## src/rtl/freq_pulse_gen.sv

```systemverilog
// freq_pulse_gen: converts a requested frequency in Hz into a period in clock
// ticks using a 32-step restoring divider, then drives a square wave at it.
// A new period requested while running is held as pending and takes effect
// only at a period boundary, so the waveform never glitches mid-period.
//
// Handshake: a request is taken on any rising edge where freq_valid and
// freq_ready are both 1; freq_valid while freq_ready is 0 is dropped, never
// queued, and the requester need not hold freq_set after the accepting edge.
module freq_pulse_gen #(
    parameter int unsigned CLK_FREQ = 20000000,
    parameter int unsigned FREQ_MAX = 300000
) (
    input  logic        clk,
    input  logic        rst_n,
    input  logic [31:0] freq_set,
    input  logic        freq_valid,
    output logic        freq_ready,
    output logic        freq_err,
    output logic        running,
    output logic [31:0] period_out,
    output logic        pulse_out
);

    localparam logic [1:0] S_IDLE    = 2'd0;
    localparam logic [1:0] S_DIV     = 2'd1;
    localparam logic [1:0] S_RUN     = 2'd2;
    localparam logic [1:0] S_RUN_DIV = 2'd3;

    logic [1:0]  state_q,    state_d;
    logic [31:0] dvs_q,      dvs_d;       // divisor (requested frequency)
    logic [31:0] dvd_q,      dvd_d;       // dividend, shifted out MSB first
    logic [63:0] rem_q,      rem_d;       // working remainder, wide to avoid overflow
    logic [31:0] quo_q,      quo_d;
    logic [4:0]  iter_q,     iter_d;
    logic [31:0] period_q,   period_d;    // active period, 0 when stopped
    logic [31:0] pend_q,     pend_d;
    logic        pend_vld_q, pend_vld_d;
    logic [31:0] cnt_q,      cnt_d;
    logic        pulse_q,    pulse_d;
    logic        err_q,      err_d;

    logic        accept;
    logic        div_active;
    logic        div_done;
    logic        gen;
    logic        boundary;
    logic [63:0] rem_shift;
    logic        rem_ge;
    logic [63:0] rem_next;
    logic [31:0] quo_next;

    assign freq_ready = (state_q == S_IDLE) || (state_q == S_RUN);
    assign accept     = freq_valid && freq_ready;
    assign div_active = (state_q == S_DIV) || (state_q == S_RUN_DIV);
    assign div_done   = div_active && (iter_q == 5'd31);
    assign gen        = (state_q == S_RUN) || (state_q == S_RUN_DIV);
    assign boundary   = gen && (cnt_q == period_q - 32'd1);

    // One restoring-divider step: bring down the next dividend bit and
    // subtract the divisor when it fits.
    always_comb begin
        rem_shift = {rem_q[62:0], dvd_q[31]};
        rem_ge    = (rem_shift >= {32'd0, dvs_q});
        rem_next  = rem_ge ? (rem_shift - {32'd0, dvs_q}) : rem_shift;
        quo_next  = {quo_q[30:0], rem_ge};
    end

    // Next-state logic: waveform advance, divider step, then request handling.
    always_comb begin
        state_d    = state_q;
        dvs_d      = dvs_q;
        dvd_d      = dvd_q;
        rem_d      = rem_q;
        quo_d      = quo_q;
        iter_d     = iter_q;
        period_d   = period_q;
        pend_d     = pend_q;
        pend_vld_d = pend_vld_q;
        cnt_d      = cnt_q;
        err_d      = 1'b0;

        if (gen) begin
            if (boundary) begin
                cnt_d = 32'd0;
                // A quotient finishing on the boundary itself is the newest
                // request and supersedes anything older that is pending.
                if (div_done) begin
                    period_d   = quo_next;
                    pend_vld_d = 1'b0;
                end else if (pend_vld_q) begin
                    period_d   = pend_q;
                    pend_vld_d = 1'b0;
                end
            end else begin
                cnt_d = cnt_q + 32'd1;
                if (div_done) begin
                    pend_d     = quo_next;
                    pend_vld_d = 1'b1;
                end
            end
        end

        if (div_active) begin
            rem_d  = rem_next;
            quo_d  = quo_next;
            dvd_d  = {dvd_q[30:0], 1'b0};
            iter_d = iter_q + 5'd1;
            if (div_done) begin
                state_d = S_RUN;
                if (state_q == S_DIV) begin
                    period_d = quo_next;
                    cnt_d    = 32'd0;
                end
            end
        end

        if (accept) begin
            if (freq_set > FREQ_MAX) begin
                err_d = 1'b1;
            end else if (freq_set == 32'd0) begin
                state_d    = S_IDLE;
                cnt_d      = 32'd0;
                period_d   = 32'd0;
                pend_vld_d = 1'b0;
            end else begin
                state_d = (state_q == S_IDLE) ? S_DIV : S_RUN_DIV;
                dvs_d   = freq_set;
                dvd_d   = 32'(CLK_FREQ);
                rem_d   = 64'd0;
                quo_d   = 32'd0;
                iter_d  = 5'd0;
            end
        end

        if ((state_d == S_RUN) || (state_d == S_RUN_DIV)) begin
            pulse_d = (cnt_d < (period_d >> 1));
        end else begin
            pulse_d = 1'b0;
        end
    end

    // State and datapath registers with synchronous active-low reset.
    always_ff @(posedge clk) begin
        if (!rst_n) begin
            state_q    <= S_IDLE;
            dvs_q      <= 32'd0;
            dvd_q      <= 32'd0;
            rem_q      <= 64'd0;
            quo_q      <= 32'd0;
            iter_q     <= 5'd0;
            period_q   <= 32'd0;
            pend_q     <= 32'd0;
            pend_vld_q <= 1'b0;
            cnt_q      <= 32'd0;
            pulse_q    <= 1'b0;
            err_q      <= 1'b0;
        end else begin
            state_q    <= state_d;
            dvs_q      <= dvs_d;
            dvd_q      <= dvd_d;
            rem_q      <= rem_d;
            quo_q      <= quo_d;
            iter_q     <= iter_d;
            period_q   <= period_d;
            pend_q     <= pend_d;
            pend_vld_q <= pend_vld_d;
            cnt_q      <= cnt_d;
            pulse_q    <= pulse_d;
            err_q      <= err_d;
        end
    end

    assign freq_err   = err_q;
    assign running    = gen;
    assign period_out = period_q;
    assign pulse_out  = pulse_q;

endmodule

```

## config.mk

```make
export PLATFORM = sky130hd
export DESIGN_NAME = freq_pulse_gen
export DESIGN_NICKNAME = d
export VERILOG_FILES = /design/src/rtl/freq_pulse_gen.sv
export SDC_FILE = /design/constraint.sdc
export NUM_CORES = 1
export LEC_CHECK = 0
export ABC_AREA = 1
export CAP_MARGIN = 20
export CELL_PAD_IN_SITES_DETAIL_PLACEMENT = 1
export CELL_PAD_IN_SITES_GLOBAL_PLACEMENT = 2
export CORE_MARGIN = 2
export CORE_UTILIZATION = 37
export DETAILED_ROUTE_END_ITERATION = 8
export DONT_BUFFER_PORTS = 1
export MAX_ROUTING_LAYER = met4
export PLACE_DENSITY = 0.86
export SYNTH_ARGS = -nofsm -noshare
export SYNTH_HDL_FRONTEND = slang
export SYNTH_SLANG_ARGS = --single-unit
```

## constraint.sdc

```tcl
create_clock -name clk -period 3.7 [get_ports clk]
set_clock_uncertainty 0.05 [all_clocks]
set_input_delay 0.185 -clock clk [delete_from_list [all_inputs] [get_ports clk]]
set_output_delay 0.185 -clock clk [all_outputs]
set_load 0.05 [all_outputs]
```

==> impl_metrics.ini <==
[synth]
syn_nets = 2445
ys_seq_area_share_pct = 32.7
ys_top_cells_by_area = dfxtp_1, nand2_1, nor2_1
ys_ff_latch = 264
netlist_area_um2 = 16200
synth_commonest_cells = nand2_1, nor2_1, dfxtp_1
synth_edf_count = 0
synth_top_cell_by_area = dfxtp_1
yosysTopAreaCellShare_pct = 32.7
syn_avg_cell_area_um2 = 6.90
ys_types = 66
ys.flop_type = dfxtp_1
synthArstFlopShare_pct = 0
ys.warnings.count = 0
syn-instance-count = 2343
yosysMostFrequentCell = nand2_1

[clock_network]
numCtsBuffers = 31
cts_root_buf = clkbuf_16
cts_tree = built
htree_levels = 1
cts_buffer_depth = 3
worstSkewPairLatency_ps = 580
cts.sinks = 264
path_clk_slew_ps = 60

[worst_setup_path]
critPathMaxFanout = 8
crit_type = register to register
required_ps = 4110
path_delay_family = simple AND/OR/NAND/NOR gates
slowest_delay_ps = 370
critPathSlowestCell = dfxtp_4
path_cells = nor2_4, buf_4, nand2_2, nor2_4, nand2_2, o21ai_4, nand2_1, nand2_2, nand2_2, nor2_4, nand3_2, nor2_4, nand3_4, inv_8, buf_12, buf_12, o21ai_2, o221ai_2, o211ai_1, ha_1, nand4_1, nor4_2, a21oi_2
worst-path-buf-inv = 4
end_kind = register
cp-start-kind = register
cp.arrival_ps = 4100

[timing]
post-route-period-util_pct = 100
relSlewSlack_pct = 29.2
maxSlewViolCount = 0
fin_ws_ps = 0.496
hold_viol_final = 0
tightest_slew_ps = 1060
post-route-min-period_ps = 3700
max_clock_freq_mhz = 270
setup_viol = 0
grt_setup_unrepaired = true

[finish]
multi_input_area_um2 = 9810
fin_cells = 3097
layout-drive-gt1-share_pct = 18.3
fillerInstances = 5448
diodes = 0
seq_area_um2 = 5320
fin_area_um2 = 19800
area_growth_pct = 22.5
final_nets = 2592

[placed_design]
place_inst = 2982
place_hpwl_um = 43400
dpl_cell_area_um2 = 17700
place.gp.congestion = 0.975
dp_slack_ps = -341
port_buffers = 0

[routing]
wl_per_cell_um = 18.9
num_vias = 16400
firstDrtPassIters = 5
vias_per_cell = 5.31
drt-initial-drc-count = 863
drc = 0
totalWireLength_um = 58400
ant_nets = 0

[pwr]
power_density_nw_per_um2 = 309
p_leak_nw = 8.91
vdd_drop_max_uv = 327

[global_route]
grt_max_degree = 83
overflow = 0
antenna_found_initial = 0
grt_pass1_wl_um = 92900
grt.total_usage_pct = 26.5
grt_pass1_vias = 17000

[floorplanning]
io_pins = 71
die-area_um2 = 45400
initial_core_util_pct = 37.5
num_rows = 76
core_um2 = 43100
fp.dieH_um = 213
die_x_um = 213

[run]
drv_cap = 0

[min_path]
hold_class = input port to register

[status]
status = completed
through the flow:
stage / hold WS, ps / power, mW / util, % / setup TNS [ps]
3_3_place_gp: 288 / 2.98 / 41.0 / -173
3_5_place_dp: 287 / 2.98 / 41.0 / -341
6_report: 199 / 6.12 / 46.0 / 0
2_1_floorplan: 291 / 2.96 / - / 0
5_1_grt: 241 / 6.32 / 46.0 / -435
4_1_cts: 198 / 6.19 / 45.0 / -34.0
final timing paths:
kind	to	cells after the start	start	slack, ps
worst max-delay path	pulse_out	23	period_out[17]	0.5
worst min-delay path	quo_q[5]	3	rst_n	200
worst max register to register	pulse_out	23	period_out[17]	0.5
worst min register to register	dvd_q[0]	2	dvd_q[0]	400
layer usage:
layer	part of all wire [%]	global-route usage, %	up-vias
met5	0	-	-
met4	2.9	8.27	0
met3	4.7	3.25	98
met2	48	44.2	312
met1	45	33.5	7982
li1	-	-	8045
power breakdown:
group	total [mW]	switching (mW)	internal (mW)
logic	0.0963	0.0665	0.0298
registers	2.84	0.00242	2.84
clock network	3.19	1.28	1.90
total	6.12	1.35	4.77
logic make-up after synthesis:
kind of cell,after synthesis,share of synthesized area [%]
AND/OR/NAND/NOR,1002,27.3
adder cells (fa/ha/maj),67,5.23
AO/OA/AOI/OAI,526,19.6
flip-flops,264,32.7
buffers and inverters,375,9.24
XOR/XNOR,109,5.99
worst min-delay path, cell delays in order:
cell and delay [ps]:
nand2_2 40, buf_4 340, a21oi_1 210
state kept, by name, summed over array words and instances, names as in the netlist:
name        cells
period_out     32
pend_q         32
iter_q          5
freq_err        1
quo_q          31
state_q         2
pend_vld_q      1
dvs_q          32
pulse_out       1
dvd_q          32
cnt_q          32
rem_q          63
what timing repair did:
item | CTS | global route
gates resized for setup | 61 | 83
pin swaps | 30 | 53
hold buffers | 23 | 0
buffers inserted | 20 | 15
gates cloned | 2 | 0
setup endpoints to repair | 1 | 5
endpoints found under the hold margin | 25 | 0
layout make-up:
class,count,share of cell area (%)
clock buffers,40,4.34
clock inverters,15,0.941
inverters,273,5.23
multi-input cells,1704,49.5
flip-flops and latches,264,26.9
well taps,585,3.70
repair buffers,216,9.37
placed cells by master (no fill, tap or decap), types with 20 or more instances in the layout:
cell           instances
dfxtp_1              245
nand2_1              391
buf_4                175
nor2_4                24
nand3_1               53
dlygate4sd3_1         23
xor2_1                62
nor2_2                29
o211ai_1              26
ha_1                  64
clkbuf_16             31
nor3_1                63
nand4_1               25
xnor2_1               45
inv_1                256
o21ai_0              131
nor2_1               311
nand2_2               35
a31oi_1               20
a21oi_1              225
a211oi_1              30
No activity file was read; power rests on OpenSTA's default activity.
